===== config.mk =====
export PLATFORM = sky130hd
export DESIGN_NAME = light_conflict_monitor
export DESIGN_NICKNAME = d
export VERILOG_FILES = /design/src/rtl/light_conflict_monitor.sv
export SDC_FILE = /design/constraint.sdc
export NUM_CORES = 1
export LEC_CHECK = 0
export CAP_MARGIN = 5
export CORE_MARGIN = 2
export CORE_UTILIZATION = 30
export CTS_BUF_LIST = sky130_fd_sc_hd__clkbuf_2
export CTS_CLUSTER_SIZE = 28
export DETAILED_ROUTE_END_ITERATION = 8
export DONT_BUFFER_PORTS = 1
export GPL_TIMING_DRIVEN = 1
export HOLD_SLACK_MARGIN = 0.03
export PLACE_DENSITY = 0.52
export RECOVER_POWER = 100
export SLEW_MARGIN = 10
export SYNTH_ARGS = -nofsm -noshare
export SYNTH_HDL_FRONTEND = slang
export SYNTH_SLANG_ARGS = --single-unit
export TNS_END_PERCENT = 20

===== constraint.sdc =====
create_clock -name clk -period 3.55 [get_ports clk]
set_input_delay 0.71 -clock clk [delete_from_list [all_inputs] [get_ports clk]]
set_output_delay 0.71 -clock clk [all_outputs]
set_load 0.05 [all_outputs]

===== src/rtl/light_conflict_monitor.sv =====
// Traffic-light conflict monitor: checks a registered four-way lamp sample
// against the legal N-S-E-W rotation and latches the first fault seen.
module light_conflict_monitor #(
  parameter int GREEN_MIN  = 8,
  parameter int YELLOW_LEN = 4,
  parameter int ALLRED_MAX = 2,
  parameter int DWELL_MAX  = 64
) (
  input  logic       clk,
  input  logic       rst,
  input  logic [2:0] north,
  input  logic [2:0] south,
  input  logic [2:0] east,
  input  logic [2:0] west,
  input  logic       clr_fault,
  output logic       fault,
  output logic [2:0] fault_code,
  output logic [1:0] active_dir,
  output logic [1:0] phase,
  output logic [7:0] cycle_cnt
);

  typedef enum logic [2:0] {
    S_IDLE,
    S_GREEN,
    S_YELLOW,
    S_ALLRED,
    S_FAULT
  } state_t;

  localparam logic [2:0] L_GRN = 3'b001;
  localparam logic [2:0] L_YEL = 3'b010;
  localparam logic [2:0] L_RED = 3'b100;

  state_t          state_q, state_d;
  logic [3:0][2:0] lamp_q;
  logic [7:0]      dwell_q, dwell_d;
  logic [7:0]      cyc_q, cyc_d;
  logic [1:0]      dir_q, dir_d;
  logic [2:0]      code_q, code_d;
  logic            any_q, any_d;

  logic [3:0] bad, grn, yel, lit;
  logic [1:0] sel;
  logic       multi, g, y;
  logic [1:0] exp_dir;
  logic [7:0] dwell_inc;
  logic [2:0] fc;
  logic       enter_g;

  always_comb begin
    bad = '0;
    grn = '0;
    yel = '0;
    lit = '0;
    sel = '0;
    for (int i = 0; i < 4; i++) begin
      grn[i] = lamp_q[i] == L_GRN;
      yel[i] = lamp_q[i] == L_YEL;
      lit[i] = lamp_q[i] != L_RED;
      bad[i] = !(grn[i] || yel[i] || !lit[i]);
      if (lit[i]) sel = 2'(i);
    end
    multi     = (lit & (lit - 4'd1)) != 4'd0;
    g         = |grn;
    y         = |yel;
    exp_dir   = dir_q + 2'd1;
    dwell_inc = (dwell_q == 8'hFF) ? 8'hFF : dwell_q + 8'd1;
  end

  // sel is only meaningful once bad/multi are ruled out; those win below
  always_comb begin
    state_d = state_q;
    dwell_d = dwell_q;
    dir_d   = dir_q;
    cyc_d   = cyc_q;
    code_d  = code_q;
    any_d   = any_q;
    fc      = 3'd0;
    enter_g = 1'b0;
    unique case (state_q)
      S_IDLE: begin
        if (g) begin
          if (any_q || sel == 2'd0) enter_g = 1'b1;
          else fc = 3'd3;
        end else if (y) begin
          fc = 3'd4;
        end
      end
      S_GREEN: begin
        if (g && sel == dir_q) begin
          if (dwell_q >= 8'(DWELL_MAX)) fc = 3'd7;
          else dwell_d = dwell_inc;
        end else if (g) begin
          fc = (sel == exp_dir) ? 3'd4 : 3'd3;
        end else if (y && sel == dir_q) begin
          if (dwell_q < 8'(GREEN_MIN)) begin
            fc = 3'd5;
          end else begin
            state_d = S_YELLOW;
            dwell_d = 8'd1;
          end
        end else begin
          fc = 3'd4;
        end
      end
      S_YELLOW: begin
        if (y && sel == dir_q) begin
          if (dwell_q >= 8'(DWELL_MAX)) fc = 3'd7;
          else dwell_d = dwell_inc;
        end else if (y) begin
          fc = 3'd4;
        end else if (g && sel != exp_dir) begin
          fc = 3'd3;
        end else if (dwell_q != 8'(YELLOW_LEN)) begin
          fc = 3'd6;
        end else if (g) begin
          enter_g = 1'b1;
        end else begin
          state_d = S_ALLRED;
          dwell_d = 8'd1;
        end
      end
      S_ALLRED: begin
        if (g) begin
          if (sel != exp_dir) fc = 3'd3;
          else enter_g = 1'b1;
        end else if (y) begin
          fc = 3'd4;
        end else if (dwell_q >= 8'(ALLRED_MAX)) begin
          fc = 3'd7;
        end else begin
          dwell_d = dwell_inc;
        end
      end
      S_FAULT: begin
        if (clr_fault) begin
          state_d = S_IDLE;
          code_d  = 3'd0;
          dwell_d = 8'd0;
          any_d   = 1'b1;
        end
      end
      default: state_d = S_IDLE;
    endcase
    if (state_q != S_FAULT) begin
      if (|bad) fc = 3'd1;
      else if (multi) fc = 3'd2;
    end
    if (fc != 3'd0) begin
      state_d = S_FAULT;
      code_d  = fc;
      dwell_d = dwell_q;
    end else if (enter_g) begin
      state_d = S_GREEN;
      dir_d   = sel;
      dwell_d = 8'd1;
      any_d   = 1'b0;
      if (sel == 2'd0 && (state_q == S_YELLOW || state_q == S_ALLRED))
        cyc_d = cyc_q + 8'd1;
    end
  end

  always_ff @(posedge clk) begin
    if (rst) begin
      state_q <= S_IDLE;
      lamp_q  <= {4{L_RED}};
      dwell_q <= 8'd0;
      cyc_q   <= 8'd0;
      dir_q   <= 2'd0;
      code_q  <= 3'd0;
      any_q   <= 1'b0;
    end else begin
      state_q <= state_d;
      lamp_q  <= {west, east, south, north};
      dwell_q <= dwell_d;
      cyc_q   <= cyc_d;
      dir_q   <= dir_d;
      code_q  <= code_d;
      any_q   <= any_d;
    end
  end

  always_comb begin
    phase = 2'd0;
    unique case (state_q)
      S_GREEN:  phase = 2'd1;
      S_YELLOW: phase = 2'd2;
      S_FAULT:  phase = 2'd3;
      default:  phase = 2'd0;
    endcase
  end

  assign fault      = state_q == S_FAULT;
  assign fault_code = code_q;
  assign active_dir = dir_q;
  assign cycle_cnt  = cyc_q;

endmodule


[Word level (Yosys, flattened, before mapping)]
Cells that the tools add are included.
Operators by class
  add/subtract/negate cells: 4
  shift operators: 0
  equality and inequality tests: 64
  reductions and logical operators: 42
  muxes and demuxes: 71
  divide/modulo/power cells: 0
  bitwise operators: 3
  $mul: 0
  $lt $le $gt $ge: 3
Operator list (count)
  $mux W8: 16
  $mux W3: 32
  $ne A4 B4 Y1 const B: 16
  $ne A3 B3 Y1 const B: 17
  $reduce_and A11 Y1: 3
  $pmux W8 S4: 1
  $pmux W3 S4: 2
  $ne A2 B2 Y1 const B: 10
  $eq A3 B2 Y1 const B: 6
  $add A8 B1 Y8 const B: 2
  $eq A3 B1 Y1 const B: 5
  $mux W1: 14
  $reduce_and A13 Y1: 1
  $reduce_or A4 Y1: 3
  $logic_or A1 B1 Y1: 10
  $eq A8 B8 Y1 const B: 1
  $ge A8 B2 Y1 const B: 1
  $ge A8 B7 Y1 const B: 1
  $logic_not A1 Y1: 8
  $lt A8 B4 Y1 const B: 1
  $mux W2: 4
  $ne A8 B3 Y1 const B: 1
  $pmux W2 S3: 1
  $reduce_bool A5 Y1: 1
  other kinds (22): 30
Word-level totals
  RAM bits: 0
  latch bits: 0
  memories: 0
  output and inout port bits: 16
  ROM bits: 0
  word-level logic and storage cells: 199
  register bits after elaboration: 37
  input bits: 15

[Depth between registers and ports, before layout]
  word-level depth: 16
  depth in mapped cells: 11
  mapped depth without buffers: 10

[Least setup slack after synthesis]
No wires, ideal clock.
  kind: reg2reg
  start: reg dir_q[1] (netlist: active_dir[1])
  end: reg dir_q[1] (netlist: active_dir[1])
  path buffers: 1
  data arrival time: 2.673 ns
  setup time: 0.091 ns
  clock period less this slack: 2.764 ns
  required time: 3.459 ns
  cell stages (with the launch flop): 11
  setup slack: 0.786 ns
  cell sequence: dfxtp_1 > clkbuf_2 > nand4bb_1 > mux2_4 > o211a_1 > nand2_4 > a21oi_2 > a2111oi_2 > o21a_2 > nor3_2 > a311oi_1
On the way
  longest elaborated chain between the ends: 13
  elaborated cells between the ends (all ways): 29
  classes of those cells: add/sub: 1; eq/ne: 3; mux: 19; bitwise: 1; reduce/logical: 5
RTL lines
  start, declared: line 39  | logic [1:0] dir_q, dir_d;
  start signal, assigned: line 178  | dir_q <= dir_d;
  $add A2 B1 Y2: line 67  | exp_dir = dir_q + 2'd1;
  $ne A2 B2 Y1: line 113, 126
  $logic_and A1 B1 Y1: line 113  | end else if (g && sel != exp_dir) begin
  $mux W3: line 113
  $mux W3: line 111  | end else if (y) begin
  $mux W3: line 108  | if (y && sel == dir_q) begin
  $pmux W3 S4: line 81  | unique case (state_q)
  $mux W3: line 148  | else if (multi) fc = 3'd2;
  $mux W3: line 147  | if (|bad) fc = 3'd1;
  $mux W3: line 146  | if (state_q != S_FAULT) begin
  $reduce_bool A3 Y1: line 150  | if (fc != 3'd0) begin
  $not A1 Y1 (no line)
  $reduce_and A2 Y1 (no line) *
Every way passes the cells marked *; elsewhere a longest branch is shown, timed or not.
A chain may end at the register's enable or synchronous reset.

[Worst setup path after layout]
  start: reg lamp_q[8] in the netlist's numbering
  end: reg dwell_q[7]
On the way
  longest elaborated chain between the ends: 15
  elaborated cells between the ends (all ways): 69
  classes of those cells: add/sub: 1; eq/ne: 17; mux: 33; bitwise: 2; reduce/logical: 16
RTL lines
  start, declared: line 36  | logic [3:0][2:0] lamp_q;
  start signal, assigned: line 167  | lamp_q <= {4{L_RED}};
  start signal, assigned: line 175  | lamp_q <= {west, east, south, north};
  $ne A3 B3 Y1: line 60  | lit[i] = lamp_q[i] != L_RED;
  $mux W2 (2 in series): line 62  | if (lit[i]) sel = 2'(i);
  $ne A2 B2 Y1 or $eq A2 B2 Y1 (tied branches)
  $logic_and A1 B1 Y1, on equally long branches: line 113, 96, 108
  $mux W3, on equally long branches: line 113, 96
  $mux W3, on equally long branches: line 111, 94
  $mux W3, on equally long branches: line 108, 91
  $pmux W3 S4: line 81
  $mux W3: line 148
  $mux W3: line 147
  $mux W3: line 146
  $reduce_bool A3 Y1: line 150
  $not A1 Y1 (no line)
  $reduce_and A13 Y1 (no line)
  end signal, assigned: line 176  | dwell_q <= dwell_d;
  end, declared: line 37  | logic [7:0] dwell_q, dwell_d;
Several ways; a longest one is shown, not always the timed one.

==> results.json <==
{
  "pre_cts_slack_ps": 658,
  "h-tree-depth": 2,
  "relSlewSlack": 0.394,
  "drt_wl_total_um": 7040,
  "reg2reg_from": "lamp_q[8]$_SDFF_PP1_",
  "ctsHoldBuffers": 0,
  "fin_nets": 341,
  "dr.pass1.iters": 5,
  "avgViaCountPerCell": 5.61,
  "ys_seq_elements": 37,
  "die_w_um": 98.7,
  "vdd_drop_max_uv": 176,
  "num_vias": 2422,
  "postCtsSetupRepairBufs": 0,
  "rows": 34,
  "worst_pin_slew_ps": 906,
  "status": "finished, final reports clean",
  "synth-edff-count": 0,
  "ys_types": 83,
  "syn_inst": 329,
  "antenna_left": 0,
  "startpoint": "lamp_q[8]$_SDFF_PP1_",
  "wl_per_cell_um": 16.3,
  "core_um2": 8720,
  "root_buffer": "clkbuf_2",
  "power_density_nw_per_um2": 303,
  "finalSetupTns_ps": 0,
  "cp_max_fo": 8,
  "avgSynthCellArea_um2": 8.18,
  "drv_slew": 0,
  "period_needed_ps": 3190,
  "dieArea_um2": 9740,
  "fin_skew_ps": 30.5,
  "area_growth_pct": 3.30,
  "cts_tree": "built",
  "dp_cells": 424,
  "synth_ff_type": "dfxtp_1",
  "initialDrtViolationCount": 216,
  "dp_hpwl_um": 5430,
  "globalplace.congestion": 0.986,
  "async_flop_share": 0,
  "start_kind": "flop",
  "setup_ws_ps": 361,
  "path_class": "reg -> reg",
  "layout_common_cells": "39 x nor2_1, 37 x dfxtp_1, 27 x nand2_1, 25 x a21oi_1, 13 x nor3_1",
  "syn_nets": 347,
  "r2r_end": "dwell_q[7]$_SDFFE_PP0P_",
  "crit_end": "dwell_q[7]$_SDFFE_PP0P_",
  "hp-class": "in -> reg",
  "reg2reg_depth": 9,
  "cts_inserted_buffers": 5,
  "drcViolationCount": 0,
  "antenna_found_initial": 0,
  "grt_pass1_wl_um": 11700,
  "fmax_mhz": 314,
  "hold_ws_ps": 337,
  "worst_ep_required_time_ps": 3850,
  "setup_viol": 0,
  "die_h_um": 98.7,
  "leakage_nw": 0.913,
  "period_share": 0.898,
  "hold_violations": 0,
  "clkLatencyLatePin_ps": 400,
  "syn_area_um2": 2690,
  "cts.sinks": 37,
  "arrival_ps": 3480,
  "final_common_cell": "nor2_1",
  "grt_usage": 0.147,
  "max_cap_viol_count": 0,
  "critPathCaptureType": "flop",
  "yosys_warnings": 0,
  "port_buffers": 0,
  "drive_gt1_frac": 0.139,
  "r2r_slack_ps": 360,
  "clockBufferDepth": 2,
  "diodes": 0,
  "grt_pass1_vias": 2363,
  "post_cts_resized": 0,
  "fin_util": 0.319,
  "final_cells": 432,
  "start_util": 0.308,
  "grt_start_max_net_pins": 38,
  "pin_count": 31,
  "rsz0062_at_grt": "no",
  "clk_pin_slew_worst_paths_ps": 220,
  "overflow": 0,
  "yosysSeqAreaShare": 0.275
}
sequential cells by signal, summed over array words and instances, names as in the netlist:
signal	count
any_q	1
state_q	3
fault_code	3
dwell_q	8
active_dir	2
cycle_cnt	8
lamp_q	12
per-layer routing:
metal  vias up  GRT usage  part of all wire
li1       1204          -                 -
met1      1141      0.205              0.48
met2        65      0.233              0.46
met3        12     0.0248             0.044
met4         0     0.0464             0.016
met5         -          0                 0
synthesized netlist by cell type (2+ instances only):
library cell | number | area, um2
and2_1 | 4 | 25.0
o2111ai_1 | 2 | 17.5
a21oi_2 | 2 | 17.5
or2_2 | 5 | 31.3
nor2_1 | 39 | 146
nor3_1 | 12 | 60.1
nor4_2 | 2 | 25.0
inv_1 | 7 | 26.3
nor3b_1 | 4 | 30.0
xnor2_1 | 6 | 52.6
nand2_1 | 27 | 101
nor4_1 | 3 | 18.8
and3_1 | 6 | 37.5
nor3b_4 | 4 | 75.1
dfxtp_1 | 37 | 741
o21bai_1 | 2 | 15.0
o21ai_0 | 9 | 45.0
nand4_1 | 9 | 56.3
a22oi_1 | 2 | 15.0
a21oi_1 | 25 | 125
nor2b_1 | 11 | 68.8
mux2i_1 | 5 | 50.1
ha_1 | 3 | 37.5
o31ai_1 | 5 | 37.5
buf_2 | 4 | 20.0
a311oi_1 | 4 | 35.0
clkbuf_1 | 8 | 30.0
o311ai_0 | 2 | 17.5
buf_6 | 2 | 22.5
o21a_1 | 2 | 15.0
nand3_1 | 10 | 50.1
nand2b_1 | 4 | 25.0
o21ai_2 | 2 | 17.5
a41oi_1 | 2 | 17.5
o22ai_1 | 5 | 31.3
xor2_1 | 6 | 52.6
worst min path at each step:
stage          slack (ps)                      end               startpoint  cells past startpoint
2_1_floorplan         480  dwell_q[1]$_SDFFE_PP0P_  dwell_q[1]$_SDFFE_PP0P_                      2
3_3_place_gp          510         any_q$_SDFF_PP0_         any_q$_SDFF_PP0_                      2
3_5_place_dp          520         any_q$_SDFF_PP0_         any_q$_SDFF_PP0_                      2
4_1_cts               330  state_q[2]$_SDFFE_PP0P_                      rst                      1
5_1_grt               290     lamp_q[4]$_SDFF_PP0_                      rst                      1
6_report              340  state_q[2]$_SDFFE_PP0P_                      rst                      1
metrics by stage:
| stage | area, um2 | total power [W] |
|---|---|---|
| 3_5_place_dp | 2770 | 0.000648 |
| 6_report | 2780 | 0.000843 |
| 4_1_cts | 2810 | 0.000853 |
| 5_1_grt | 2780 | 0.000891 |
| 2_1_floorplan | 2690 | 0.000624 |
| 3_3_place_gp | 2770 | 0.000649 |
final cells by class:
| class | instances | area [um2] |
|---|---|---|
| timing repair buffer | 4 | 22.5 |
| fill | 916 | 5940 |
| inverter | 7 | 26.3 |
| clock inverter | 3 | 21.3 |
| multi-input combinational | 268 | 1810 |
| clock buffer | 5 | 25.0 |
| sequential | 37 | 741 |
| tap | 108 | 135 |
report_power, final:
group | total [W] | switching [W] | internal, W
clock network | 0.000206 | 0.000156 | 0.0000499
registers | 0.000459 | 0.0000295 | 0.000430
logic | 0.000177 | 0.000118 | 0.0000594
worst max-delay path, cell delays in order, from the launching register on:
cell	delay, ps
dfxtp_1	420
nor3b_4	380
mux2_1	360
o211a_1	280
nand2_4	120
a21oi_1	120
nor4_2	320
or2_0	440
o2111ai_2	340
and3_1	290
cells by family after synthesis:
kind of cell	Yosys count	synth area share
and+or+nand+nor	158	0.341
AOI/OAI and AO/OA	89	0.263
DFF	37	0.275
buffers and inverters	24	0.0428
xor gates and xnor gates	12	0.0391
muxes	6	0.0242
adders and majority gates	3	0.0140
Note: power is estimated with default switching activity, not from simulation.
